===== config.mk =====
export PLATFORM = sky130hd
export DESIGN_NAME = key_entry_sequencer
export DESIGN_NICKNAME = d
export VERILOG_FILES = /design/src/rtl/key_entry_sequencer.sv
export SDC_FILE = /design/constraint.sdc
export NUM_CORES = 1
export LEC_CHECK = 0
export BUFFER_PORTS_ARGS = -buffer_cell sky130_fd_sc_hd__buf_2
export CORE_ASPECT_RATIO = 1.1
export CORE_MARGIN = 2
export CORE_UTILIZATION = 27
export CTS_CLUSTER_DIAMETER = 60
export DETAILED_ROUTE_END_ITERATION = 8
export GPL_TIMING_DRIVEN = 0
export SLEW_MARGIN = 10
export SYNTH_ARGS = -nofsm -noshare
export SYNTH_HDL_FRONTEND = slang
export SYNTH_SLANG_ARGS = --single-unit

===== constraint.sdc =====
create_clock -name clock -period 1.75 [get_ports clock]
set_input_delay 0.0875 -clock clock [delete_from_list [all_inputs] [get_ports clock]]
set_output_delay 0.0875 -clock clock [all_outputs]
set_load 0.01 [all_outputs]

===== src/rtl/key_entry_sequencer.sv =====
// key_entry_sequencer: keypad control FSM for the alarm clock.
// Sequences digit entry into the key shift register. Commits a 4-digit
// entry as the current time or as the alarm time. Drives the display-mux
// selects and abandons an idle entry after TIMEOUT one_second pulses.
module key_entry_sequencer #(
  parameter logic [3:0]  NOKEY   = 4'd10,
  parameter int unsigned TIMEOUT = 10
) (
  input  logic       clock,
  input  logic       reset,
  input  logic       one_second,
  input  logic [3:0] key,
  input  logic       time_button,
  input  logic       alarm_button,
  output logic       shift,
  output logic       load_new_c,
  output logic       load_new_a,
  output logic       show_new_time,
  output logic       show_a,
  output logic [2:0] digit_count
);

  localparam logic [2:0] S_SHOW_TIME        = 3'd0;
  localparam logic [2:0] S_SHOW_ALARM       = 3'd1;
  localparam logic [2:0] S_KEY_STORED       = 3'd2;
  localparam logic [2:0] S_KEY_WAITED       = 3'd3;
  localparam logic [2:0] S_KEY_ENTRY        = 3'd4;
  localparam logic [2:0] S_SET_CURRENT_TIME = 3'd5;
  localparam logic [2:0] S_SET_ALARM_TIME   = 3'd6;

  localparam logic [2:0] FULL_ENTRY = 3'd4;
  localparam logic [3:0] TO_LAST    = 4'(TIMEOUT - 1);

  logic [2:0] state_q, state_d;
  logic [2:0] digit_cnt_q, digit_cnt_d;
  logic [3:0] to_cnt_q, to_cnt_d;
  logic       is_digit;
  logic       waiting;
  logic       timeout;

  // NOKEY and codes 11-15 all mean "no key"; only 0-9 are digits.
  assign is_digit = (key != NOKEY) && (key <= 4'd9);

  // The inactivity timer only runs while an entry is waiting for input.
  assign waiting = (state_q == S_KEY_WAITED) || (state_q == S_KEY_ENTRY);
  assign timeout = waiting && one_second && (to_cnt_q == TO_LAST);

  // Next-state, digit counter and inactivity timer decode.
  always_comb begin
    // NOTE: every variable gets a default first so no path can leave it
    // unassigned; otherwise a latch would be inferred.
    state_d     = state_q;
    digit_cnt_d = digit_cnt_q;
    to_cnt_d    = 4'd0;

    case (state_q)
      S_SHOW_TIME: begin
        if (is_digit) begin
          state_d     = S_KEY_STORED;
          digit_cnt_d = 3'd0;
        end else if (alarm_button) begin
          state_d = S_SHOW_ALARM;
        end
      end
      S_SHOW_ALARM: begin
        if (!alarm_button) state_d = S_SHOW_TIME;
      end
      S_KEY_STORED: begin
        state_d = S_KEY_WAITED;
        if (digit_cnt_q != FULL_ENTRY) digit_cnt_d = digit_cnt_q + 3'd1;
      end
      S_KEY_WAITED: begin
        if (timeout) begin
          state_d     = S_SHOW_TIME;
          digit_cnt_d = 3'd0;
        end else if (!is_digit) begin
          state_d = S_KEY_ENTRY;
        end
      end
      S_KEY_ENTRY: begin
        // A button with an incomplete entry is swallowed: stay put.
        if (timeout) begin
          state_d     = S_SHOW_TIME;
          digit_cnt_d = 3'd0;
        end else if (time_button) begin
          if (digit_cnt_q == FULL_ENTRY) state_d = S_SET_CURRENT_TIME;
        end else if (alarm_button) begin
          if (digit_cnt_q == FULL_ENTRY) state_d = S_SET_ALARM_TIME;
        end else if (is_digit) begin
          state_d = S_KEY_STORED;
        end
      end
      S_SET_CURRENT_TIME, S_SET_ALARM_TIME: begin
        state_d     = S_SHOW_TIME;
        digit_cnt_d = 3'd0;
      end
      default: begin
        state_d     = S_SHOW_TIME;
        digit_cnt_d = 3'd0;
      end
    endcase

    // Keep counting only while staying in the waiting states. Entering
    // KEY_STORED restarts the count, so a pulse in that cycle is dropped.
    if (waiting && ((state_d == S_KEY_WAITED) || (state_d == S_KEY_ENTRY))) begin
      to_cnt_d = one_second ? (to_cnt_q + 4'd1) : to_cnt_q;
    end
  end

  // State registers with synchronous active-low reset.
  always_ff @(posedge clock) begin
    // NOTE: sequential state uses non-blocking assignments so every register
    // samples pre-edge values, independent of statement order.
    if (!reset) begin
      state_q     <= S_SHOW_TIME;
      digit_cnt_q <= 3'd0;
      to_cnt_q    <= 4'd0;
    end else begin
      state_q     <= state_d;
      digit_cnt_q <= digit_cnt_d;
      to_cnt_q    <= to_cnt_d;
    end
  end

  // Moore outputs decoded from the registered state.
  assign shift         = (state_q == S_KEY_STORED);
  assign load_new_c    = (state_q == S_SET_CURRENT_TIME);
  assign load_new_a    = (state_q == S_SET_ALARM_TIME);
  assign show_new_time = (state_q == S_KEY_STORED) || (state_q == S_KEY_WAITED)
                      || (state_q == S_KEY_ENTRY);
  assign show_a        = (state_q == S_SHOW_ALARM);
  assign digit_count   = digit_cnt_q;

endmodule


**Yosys cells after proc, flatten, opt, wreduce, memory -nomap -nowiden**

Cells that the tools add are included.

- Register bits: 10
- Output and inout bits: 8

- $add $sub $neg: 2
- Magnitude comparators: 1
- Eq/ne operators: 15
- Multiplexer cells: 16
- Bitwise operators: 1
- Reductions and logical operators: 12

Operator list:

| cell | number |
|---|---|
| $mux 3 | 14 |
| $eq 3x3->1 const B | 5 |
| $pmux 3 s5 | 1 |
| $pmux 3 s4 | 1 |
| $eq 3x2->1 const B | 3 |
| $add 4x1->4 const B | 1 |
| $eq 4x4->1 const B | 1 |
| $le 4x4->1 const B | 1 |
| $logic_and 1x1->1 | 4 |
| $logic_or 1x1->1 | 4 |
| $ne 2x1->1 const B | 2 |
| $ne 4x4->1 const B | 1 |
| $reduce_and 4->1 | 1 |
| $add 3x1->3 const B | 1 |
| $eq 3x1->1 const B | 1 |
| $logic_not 3->1 | 1 |
| $ne 3x3->1 const B | 1 |
| $ne 2x2->1 const B | 1 |
| $reduce_and 2->1 | 1 |
| $reduce_or 2->1 | 1 |
| $not 1->1 | 1 |

**Logic depth before layout (Yosys ltp)**

Gate-level depths: netlist (run 1).

- Depth after elaboration: 11
- Mapped depth: 7
- Gate-level depth less buffers: 7

**Worst setup path before layout (run 1)**

OpenSTA, ideal clock, no wires.

- Kind: register to register
- From: register digit_cnt_q[0] (netlist: digit_count[0])
- To: register to_cnt_q[0]
- Setup time: 0.117 ns
- Arrival time: 1.387 ns
- Data required time: 1.633 ns
- Slack: 0.245 ns
- Cell stages (with the launch flop): 8
- Buffers on the path: 0
- Clock period less this slack: 1.505 ns
- Path through: dfxtp_1 inv_1 ha_1 and3_1 o22ai_2 a32oi_2 a21oi_2 nor2_1

- Word-level cells in the longest chain between the ends: 10
- Elaborated cells between the ends (all ways): 12

Ends and longest elaborated chain:

| element | RTL line | text |
|---|---|---|
| from (decl) | 35 | `logic [2:0] digit_cnt_q, digit_cnt_d;` |
| from (signal assigned) | 120 | `digit_cnt_q <= digit_cnt_d;` |
| $eq 3x3->1 * | 86, 88 |  |
| $mux 3 | 88 | `if (digit_cnt_q == FULL_ENTRY) state_d = S_SET_ALARM_TIME;` |
| $mux 3 | 87 | `end else if (alarm_button) begin` |
| $mux 3 * | 85 | `end else if (time_button) begin` |
| $mux 3 * | 82 | `if (timeout) begin` |
| $pmux 3 s5 * | 56 | `case (state_q)` |
| $eq 3x2->1 / $eq 3x3->1 (equally long branches) | 105 | `if (waiting && ((state_d == S_KEY_WAITED) \|\| (state_d == S_KEY_ENTRY))) begin` |
| $logic_or 1x1->1 * | 105 |  |
| $logic_and 1x1->1 * | 105 |  |
| $reduce_and 2->1 (no source line) * | n/a |  |
| to (signal assigned) | 121 | `to_cnt_q <= to_cnt_d;` |
| to (decl) | 36 | `logic [3:0] to_cnt_q, to_cnt_d;` |

Mark *: on every way between the ends. The rest lies on a longest branch, timed or not.
A chain may end at the register's enable or synchronous reset.

**Worst setup path after layout (run 1)**

Same ends and word-level chain as after synthesis.

==> results of run 1 <==
[cells by family (layout without fill, tap and decap cells)]
kind of cell	Yosys count	count (layout)
AO/OA/AOI/OAI	24	24
XOR/XNOR	3	3
adder cells (fa/ha/maj)	4	4
buffers and inverters	9	26
flip-flops	10	10
multiplexers	2	2
AND/OR/NAND/NOR	36	36
[metrics by stage]
| step | cell area (sq um) | TNS, ns | hold WS, ns | utilization, % |
|---|---|---|---|---|
| CTS | 850 | 0 | 0.214 | 33.7 |
| global placement | 827 | 0 | 0.473 | 32.8 |
| detailed placement | 827 | 0 | 0.484 | 32.8 |
| floorplan | 718 | 0 | 0.260 | - |
| global route | 850 | -0.0247 | 0.237 | 33.7 |
| finish | 850 | 0 | 0.214 | 33.7 |
[path summary, 6_finish.rpt]
check,startpoint,endpoint,cells past startpoint
min reg2reg,digit_count[0],digit_count[0],2
min,reset,state_q[0],3
max reg2reg,digit_count[0],to_cnt_q[0],7
max,digit_count[0],to_cnt_q[0],7
[metal layers]
layer,vias to the layer above,track usage (%),share of wire [%]
li1,349,-,-
met1,334,15.9,45
met2,23,20.0,48
met3,2,2.32,6.4
met4,0,4.40,0.96
met5,-,0,0
[final cells by class]
cell class	instances	area, sq um
tap	31	38.8
multi-input combinational	69	478
buffer	4	21.3
timing repair buffer	14	70.1
sequential	10	200
clock buffer	3	22.5
fill	296	1670
inverter	5	18.8
[synthesized netlist by cell type (2+ instances only)]
cell type	count	area, sq um
a21o_1	2	15.0
a21oi_1	4	20.0
a31oi_1	3	18.8
and3_1	3	18.8
buf_2	2	10.0
dfxtp_1	10	200
ha_1	4	50.1
inv_1	5	18.8
mux2i_1	2	20.0
nand2_1	13	48.8
nand3_1	2	10.0
nand4_1	2	12.5
nor2_1	6	22.5
nor3b_1	4	30.0
o211a_1	2	20.0
o21a_1	2	15.0
o21ai_0	4	20.0
o31ai_1	2	15.0
xnor2_1	2	17.5
[worst min-delay path, stage by stage]
cell	delay, ns
buf_1	0.19
nand2_1	0.11
a21oi_1	0.03
[sequential cells by signal (all words and copies together), names as in the netlist]
register / flops
state_q: 3
to_cnt_q: 4
digit_count: 3
[power by group through the flow]
stage          Clock (mW)  Sequential (mW)  Combinational, mW
2_1_floorplan           0            0.248             0.0923
3_3_place_gp            0            0.249              0.131
3_5_place_dp            0            0.249              0.134
4_1_cts             0.155            0.244              0.135
5_1_grt             0.168            0.246              0.151
6_report            0.148            0.244              0.135
==> results by group, run 1 <==
Timing
  – Final Hold Fails: 0
  – Final setup skew: 0.00281 ns
  – Actual slew at the worst max-slew pin: 0.385 ns
  – Post-route setup slack: 0.106 ns
  – Slew headroom: 74.3%
  – Period Utilization, post-route: 93.9%
  – Fin. max-slew vios: 0
  – Unrepaired setup endpoints after global routing: yes
  – Min Tclk post-route: 1.64 ns
  – Endpoints failing setup: 0
  – FMAX: 608 MHz

Clocking
  – Cts hold-fix bufs: 0
  – Clock tree from TritonCTS: yes
  – Total CTS buffers: 3
  – CTS sink count: 10
  – H-tree Lvls: 1
  – Clock transition at path regs: 0.06 ns
  – Skew-Pair Late Insertion Delay: 0.25 ns
  – CTS root buf: clkbuf_4
  – CTS Buffer Depth: 2
  – Post CTS Setup Buffer Count: 0
  – Post-CTS sizing: 0

Route
  – Via count: 708
  – Drt total wl: 1.66 mm
  – DRT iter0 DRCs: 12
  – Final ANT Viol Nets: 0
  – WL/cell: 12.2 microns
  – Vias per inst: 5.21
  – 1st-pass router iterations: 4
  – # DRC: 0

Placed design
  – Global placer's final weighted congestion: 0.789
  – Hpwl dp: 1.31 mm
  – Dpl ws: 0.133 ns
  – IO buf count: 14
  – Dpl cells: 133

Power and ir drop
  – Proportion of power drawn by combinational gates: 25.6%
  – P_sw: 0.161 mW
  – Clk pwr share: 28.1%
  – Sequential Power Share: 46.3%
  – LEAKAGE: 0.418 nW
  – P per Cell Area: 621 mW/mm^2
  – Power Internal: 0.367 mW
  – Max VDD drop: 0.277 mV
  – Total power: 0.528 mW
  – Switching Share: 30.5%

Synth
  – Syn Area/Cell: 8.16 sq um
  – Number of synthesized flops with an enable pin: 0
  – Cell Area, Synth: 718 sq um
  – Compound-cell area share of the yosys netlist: 24.4%
  – Synth warnings: 0
  – Mux share of post-synthesis cell area: 2.79%
  – Mapped Cells: 88
  – Post-Synth Simple-Gate Area: 28.7%
  – Synth cell types: 33
  – Sequential fraction of the synthesis area: 27.9%
  – Post-synth net total: 101
  – Main combinational cell family by area after synthesis: simple AND/OR/NAND/NOR gates
  – Xor/xnor share of the synthesized area: 3.66%
  – Post-Synth Adder-Cell Area: 6.97%
  – Primary FF master, synth: dfxtp_1
  – Async SR Flop Fraction: 0%
  – #FFs+latches synth: 10

Floorplan
  – # IOs: 17
  – Initial Util: 28.5%
  – Die W: 53.2 microns
  – Die height: 58.1 microns
  – Die area: 0.00309 sq mm
  – # rows: 19
  – Core ar.: 0.00252 sq mm

Worst setup path
  – Buffers & Inverters on Critical Path: 1
  – Crit path max-delay family: compound AO/OA/AOI/OAI gates
  – CP endpoint kind: flip-flop
  – Critical path peak fanout: 4
  – Setup Crit Path Kind: reg -> reg
  – Worst Path Required: 1.89 ns
  – CP max-delay cell: dfxtp_1
  – Startpoint types: flip-flop
  – Largest stage delay on the critical path: 0.38 ns
  – Worst path cell trace: inv_1 -> ha_1 -> and3_1 -> o22ai_2 -> a32oi_2 -> a21oi_2 -> nor2_1
  – Critical Path AT: 1.79 ns
  – R2R setup slack: 0.11 ns

Hold path
  – Worst min-delay path class: in -> reg

Global route
  – Antenna violations before repair: 0
  – Grt ovf: 0
  – First-pass GRT wire length: 2.90 mm
  – Tot GR Track Use: 12.2%
  – Vias in the first global route: 700
  – Largest net degree at the start of global routing: 11

Final layout
  – Leading cell type in the layout, fill and taps excluded: buf_2
  – Fin nets: 120
  – Commonest cells after routing, fill and taps aside: buf_2, nand2_1, dfxtp_1, nor2_1, inv_1
  – Layout cell share with drive strength beyond 1: 23.8%
  – Area growth from synthesis to layout: 18.3%
  – Finished Layout Cells: 136
  – Antenna diodes: 0

Flow run
  – MaxCap Viol Count: 0

Run status
  – Status: finished, final reports clean
Note: power is estimated with default switching activity, not from simulation.
==> run 2, diff against run 1 <==
--- a/config.mk
+++ b/config.mk
@@ -6,12 +6,16 @@
 export NUM_CORES = 1
 export LEC_CHECK = 0
 export BUFFER_PORTS_ARGS = -buffer_cell sky130_fd_sc_hd__buf_2
+export CAP_MARGIN = 20
+export CELL_PAD_IN_SITES_DETAIL_PLACEMENT = 1
+export CELL_PAD_IN_SITES_GLOBAL_PLACEMENT = 1
 export CORE_ASPECT_RATIO = 1.1
 export CORE_MARGIN = 2
 export CORE_UTILIZATION = 27
 export CTS_CLUSTER_DIAMETER = 60
 export DETAILED_ROUTE_END_ITERATION = 8
 export GPL_TIMING_DRIVEN = 0
+export PLACE_DENSITY_LB_ADDON = 0.1
 export SLEW_MARGIN = 10
 export SYNTH_ARGS = -nofsm -noshare
 export SYNTH_HDL_FRONTEND = slang
==> run 2 against run 1 <==
First-iteration DRC count decreased by 17%. Hold slack got worse by 0.013 ns. Die area unchanged. Total power increased by 13%. Register-to-register slack improved by 0.05 ns. Largest power group unchanged. Clock power increased by 44%. Largest cell class unchanged.
==> results by group, run 2 (synthesized netlist as in run 1, its figures left out) <==
Final layout
  – Number of flip-flops in the largest register: 4 (unchanged)
  – Fin nets: 120 (unchanged)
  – Reg with most FFs: to_cnt_q
  – Antenna diodes: 0 (unchanged)
  – Final Util: 34.3% (+0.60 points)
  – Commonest cells after routing, fill and taps aside: buf_2, nand2_1, dfxtp_1, nor2_1, inv_1
  – Register area: 201 sq um (+0.62%)
  – Layout cell share with drive strength beyond 1: 25.5% (+1.7 points)
  – Leading cell type in the layout, fill and taps excluded: buf_2
  – FILL cells: 323 (+9.1%)
  – Multi-input logic area: 478 sq um (unchanged)
  – Area growth from synthesis to layout: 20.4%
  – Finished Layout Cells: 137 (+0.74%)

Placed design
  – Hpwl dp: 1.42 mm (+8.1%)
  – IO buf count: 14 (unchanged)
  – Dpl cells: 133 (unchanged)
  – Global placer's final weighted congestion: 0.759 (-3.9%)

Worst setup path
  – CP endpoint kind: flip-flop
  – Largest stage delay on the critical path: 0.39 ns (about the same)
  – CP max-delay cell: dfxtp_1
  – Setup Crit Path Kind: reg -> reg
  – Critical path peak fanout: 8 (+4)
  – Critical Path AT: 1.76 ns (-0.03 ns)
  – Worst r2r src: to_cnt_q[0]
  – Reg-to-Reg End: digit_count[2]
  – R2R setup slack: 0.15 ns (+0.05 ns)
  – Startpoint types: flip-flop
  – Worst Path Required: 1.91 ns (+0.02 ns)
  – Worst path cell trace: ha_1 -> nand4b_4 -> o21ai_1 -> a31oi_1 -> a21o_1 -> o211a_1
  – Cells on worst reg2reg path: 6 (-1)

Hold path
  – Cells on Worst Hold Path: 4 (+1)
  – Worst Hold Path EP: to_cnt_q[0]
  – Hold Startpoint: one_second
  – Worst min-delay path class: in -> reg

Power and ir drop
  – P per Cell Area: 687 mW/mm^2 (+11%)
  – Max VDD drop: 0.500 mV (+81%)
  – LEAKAGE: 0.426 nW (+1.8%)
  – Total power: 0.594 mW (+13%)

Floorplan
  – Initial Util: 28.5% (unchanged)
  – Die area: 0.00309 sq mm (unchanged)
  – Core ar.: 0.00252 sq mm (unchanged)
  – # IOs: 17 (unchanged)
  – Die W: 53.2 microns (unchanged)
  – # rows: 19 (unchanged)
  – Die height: 58.1 microns (unchanged)

Timing
  – Final hold slack: 0.200 ns (-0.0135 ns)
  – Unrepaired setup endpoints after global routing: no
  – Actual slew at the worst max-slew pin: 0.409 ns (+0.0242 ns)
  – FMAX: 626 MHz (+2.9%)
  – Min Tclk post-route: 1.60 ns (-0.0465 ns)
  – Slew headroom: 72.7% (-1.6 points)
  – Fin. max-slew vios: 0 (unchanged)
  – Final Hold Fails: 0 (unchanged)
  – Setup TNS: 0 ns (unchanged)
  – Final setup skew: 0.00284 ns (+0.0000287 ns)
  – Period Utilization, post-route: 91.3% (-2.7 points)
  – Endpoints failing setup: 0 (unchanged)

Global route
  – Vias in the first global route: 710 (+1.4%)
  – Largest net degree at the start of global routing: 11 (unchanged)
  – Grt ovf: 0 (unchanged)
  – Antenna violations before repair: 0 (unchanged)
  – Tot GR Track Use: 14.0% (+1.7 points)
  – First-pass GRT wire length: 3.21 mm (+10%)

Route
  – # DRC: 0 (unchanged)
  – Vias per inst: 5.15 (-1.0%)
  – Via count: 706 (-0.28%)
  – WL/cell: 13.3 microns (+8.6%)
  – DRT iter0 DRCs: 10 (-2)
  – 1st-pass router iterations: 4 (unchanged)
  – Final ANT Viol Nets: 0 (unchanged)
  – Drt total wl: 1.82 mm (+9.4%)

Clocking
  – Clock tree from TritonCTS: yes
  – Skew-Pair Late Insertion Delay: 0.27 ns (+0.02 ns)
  – Clock transition at path regs: 0.07 ns (about the same)
  – Post CTS Setup Buffer Count: 0 (unchanged)
  – CTS sink count: 10 (unchanged)
  – H-tree Lvls: 1 (unchanged)
  – Total CTS buffers: 3 (unchanged)
  – CTS Buffer Depth: 2 (unchanged)
  – CTS root buf: clkbuf_4

Run status
  – Status: finished, final reports clean

Flow run
  – MaxCap Viol Count: 0 (unchanged)
run 2: cell count changes in the layout (fill, tap and decap cells not counted), sizes merged:
cell | previous run | this run
clkbuf | 3 | 4
run 2: where the power goes:
group | switching, mW | internal [mW]
Sequential | 0.00834 | 0.236
Clock | 0.0870 | 0.126
Combinational | 0.0844 | 0.0517
Total | 0.180 | 0.414
run 2: worst max path at each step:
stage	depth (start not counted)	end	from
after floorplan	7	to_cnt_q[0]	digit_count[0]
after global placement	7	to_cnt_q[0]	digit_count[0]
after detailed placement	7	to_cnt_q[3]	digit_count[0]
after CTS	7	to_cnt_q[3]	digit_count[0]
after global routing	6	digit_count[2]	to_cnt_q[0]
final	6	digit_count[2]	to_cnt_q[0]
run 2: final cells by class:
cell class                      count  area share [%]
Tap cell                           31            4.49
Inverter                            5            2.17
Buffer                              4            2.46
Sequential cell                    10            23.3
Timing Repair Buffer               14            8.10
Multi-Input combinational cell     69            55.3
Clock buffer                        4            4.20
run 2: critical path: cells and delay by family (launching register included):
kind,cells,cell delay [ns]
AOI/OAI and AO/OA,4,0.70
adders and majority gates,1,0.22
and+or+nand+nor,1,0.18
DFF,1,0.39
run 2: through the flow:
| step | setup slack (ns) | instance area (sq um) |
|---|---|---|
| floorplan | 0.245 | 718 |
| global placement | 0.118 | 827 |
| detailed placement | 0.117 | 827 |
| CTS | 0.100 | 863 |
| global route | 0.0351 | 865 |
| finish | 0.153 | 865 |
run 2: what timing repair did:
action	in CTS	in global routing
resized for setup	0	1
hold buffers	0	0
endpoints found under the setup margin	0	3
run 2: routing by layer:
metal	GRT usage, %	share of wire [%]
met4	3.66	1.4
met3	4.64	5.3
met2	22.9	47
met1	17.4	46
met5	0	0
==> run 3, diff against run 2 <==
--- a/config.mk
+++ b/config.mk
@@ -16,6 +16,7 @@
 export DETAILED_ROUTE_END_ITERATION = 8
 export GPL_TIMING_DRIVEN = 0
 export PLACE_DENSITY_LB_ADDON = 0.1
+export REMOVE_ABC_BUFFERS = 1
 export SLEW_MARGIN = 10
 export SYNTH_ARGS = -nofsm -noshare
 export SYNTH_HDL_FRONTEND = slang
==> run 3 against run 2 <==
Cell area down 1.6%. Setup slack got worse by 0.0090 ns. Critical path depth is 1 lower. Sequential cell count stayed put. Largest cell class unchanged. Largest power group unchanged. Wire length decreased by 5.7%. Critical path type unchanged. First-iteration DRC count stayed put. Clock power about the same.
==> results by group, run 3 (synthesized netlist as in run 1, its figures left out) <==
Route
  – Vias per inst: 5.08 (-1.4%)
  – Met1 WL: 848 microns (+0.71%)
  – Final ANT Viol Nets: 0 (unchanged)
  – WL/cell: 12.8 microns (-3.6%)
  – Drt total wl: 1.72 mm (-5.7%)
  – Met3 routed WL: 71 microns (-26%)
  – # DRC: 0 (unchanged)
  – Via count: 681 (-3.5%)
  – Metal2 WL: 785 microns (-8.2%)
  – 1st-pass router iterations: 4 (unchanged)
  – DRT iter0 DRCs: 10 (unchanged)
  – Highest routed layer: met4

Placed design
  – Global placer's final weighted congestion: 0.697 (-8.1%)
  – Hpwl dp: 1.32 mm (-7.0%)
  – Dpl cells: 130 (-2.3%)
  – IO buf count: 15 (+1)

Clocking
  – CTS Buffer Depth: 2 (unchanged)
  – CTS sink count: 10 (unchanged)
  – Total CTS buffers: 3 (unchanged)
  – Clock transition at path regs: 0.07 ns (about the same)
  – Skew-Pair Late Insertion Delay: 0.27 ns (about the same)
  – CTS root buf: clkbuf_4
  – Post CTS Setup Buffer Count: 0 (unchanged)
  – H-tree Lvls: 1 (unchanged)
  – Clock tree from TritonCTS: yes

Timing
  – Actual slew at the worst max-slew pin: 0.363 ns (-0.0461 ns)
  – Final setup skew: 0.00167 ns (-0.00117 ns)
  – FMAX: 623 MHz (-0.56%)
  – Unrepaired setup endpoints after global routing: no
  – Setup TNS: 0 ns (unchanged)
  – Period Utilization, post-route: 91.8% (+0.52 points)
  – Endpoints failing setup: 0 (unchanged)
  – Min Tclk post-route: 1.61 ns (+0.00901 ns)
  – Fin. max-slew vios: 0 (unchanged)
  – Slew headroom: 75.8% (+3.0 points)
  – Final Hold Fails: 0 (unchanged)

Power and ir drop
  – Proportion of power drawn by combinational gates: 19.9% (-3.0 points)
  – P_sw: 0.176 mW (-2.1%)
  – Max VDD drop: 0.337 mV (-33%)
  – Total power: 0.587 mW (-1.1%)
  – Switching Share: 30.0% (-0.30 points)
  – Sequential Power Share: 43.9% (+2.7 points)
  – Clk pwr share: 36.2% (+0.3 points)
  – LEAKAGE: 0.414 nW (-2.7%)
  – P per Cell Area: 690 mW/mm^2 (+0.50%)
  – Power Internal: 0.411 mW (-0.68%)

Worst setup path
  – Critical Path AT: 1.77 ns (about the same)
  – Setup Crit Path Kind: reg -> reg
  – CP endpoint kind: flip-flop
  – Reg-to-Reg End: to_cnt_q[3]
  – Critical path peak fanout: 12 (+4)
  – Startpoint types: flip-flop
  – Crit. Startpoint: state_q[2]
  – Worst Path Required: 1.91 ns (about the same)
  – Setup crit end: to_cnt_q[3]
  – R2R setup slack: 0.14 ns (about the same)
  – Worst r2r src: state_q[2]
  – Cells on worst reg2reg path: 5 (-1)

Global route
  – Tot GR Track Use: 12.7% (-1.2 points)
  – Vias in the first global route: 676 (-4.8%)
  – Antenna violations before repair: 0 (unchanged)
  – Grt ovf: 0 (unchanged)
  – First-pass GRT wire length: 2.97 mm (-7.5%)
  – Largest net degree at the start of global routing: 16 (+5)

Floorplan
  – Die W: 53.2 microns (unchanged)
  – Initial Util: 28.5% (unchanged)
  – Die area: 0.00309 sq mm (unchanged)
  – Die height: 58.1 microns (unchanged)
  – # IOs: 17 (unchanged)
  – Core ar.: 0.00252 sq mm (unchanged)
  – # rows: 19 (unchanged)

Flow run
  – MaxCap Viol Count: 0 (unchanged)

Final layout
  – FILL cells: 334 (+3.4%)
  – Reg with most FFs: to_cnt_q
  – Commonest cells after routing, fill and taps aside: buf_2, nand2_1, dfxtp_1, nor2_1, inv_1
  – Leading cell type in the layout, fill and taps excluded: buf_2
  – Area growth from synthesis to layout: 18.5%
  – Antenna diodes: 0 (unchanged)
  – Number of flip-flops in the largest register: 4 (unchanged)
  – Layout cell share with drive strength beyond 1: 26.2% (+0.74 points)
  – Finished Layout Cells: 134 (-2.2%)
  – Fin nets: 117 (-2.5%)

Run status
  – Status: finished, final reports clean

Hold path
  – Worst min-delay path class: in -> reg
[run 3: worst min path at each step]
stage	startpoint	to	cells after the start
after floorplan	reset	state_q[0]	2
after global placement	reset	state_q[0]	3
after detailed placement	reset	state_q[0]	3
after CTS	reset	state_q[0]	3
after global routing	reset	state_q[0]	3
final	reset	state_q[0]	3
[run 3: layout make-up]
type | count | area [sq um] | share of cell area [%]
clock buffer | 4 | 36.3 | 4.26
sequential | 10 | 204 | 24.0
tap | 31 | 38.8 | 4.56
multi-input combinational | 69 | 478 | 56.2
inverter | 5 | 18.8 | 2.21
timing repair buffer | 15 | 75.1 | 8.82
[run 3: what timing repair did]
item | CTS | global route
endpoints found under the setup margin | 0 | 4
resized for setup | 0 | 3
hold buffers | 0 | 0
[run 3: power groups by stage]
stage | clock network, mW | registers, mW | logic [mW]
after CTS | 0.222 | 0.256 | 0.120
after floorplan | 0 | 0.256 | 0.0770
after global placement | 0 | 0.262 | 0.118
final | 0.213 | 0.258 | 0.117
after detailed placement | 0 | 0.262 | 0.119
after global routing | 0.239 | 0.260 | 0.132
[run 3: metrics by stage]
step | hold slack (ns) | cell area, sq um | utilization (%) | worst slack, ns
CTS | 0.123 | 847 | 33.6 | 0.00626
global route | 0.128 | 851 | 33.8 | 0.0421
finish | 0.118 | 851 | 33.8 | 0.144
detailed placement | 0.413 | 811 | 32.2 | 0.0110
global placement | 0.417 | 811 | 32.2 | 0.0110
floorplan | 0.204 | 697 | - | 0.245
[run 3: routing by layer]
metal  track usage [%]  up-vias
li1                  -      345
met1              16.8      323
met2              19.6       11
met3              4.64        2
met4              3.30        0
met5                 0        -
[run 3: worst max-delay path, cell delays in order (launching register included)]
cell and delay (ns):
dfxtp_2 0.44, or3b_4 0.42, o22ai_2 0.19, a32oi_2 0.16, a21oi_2 0.21, nor2_1 0.07
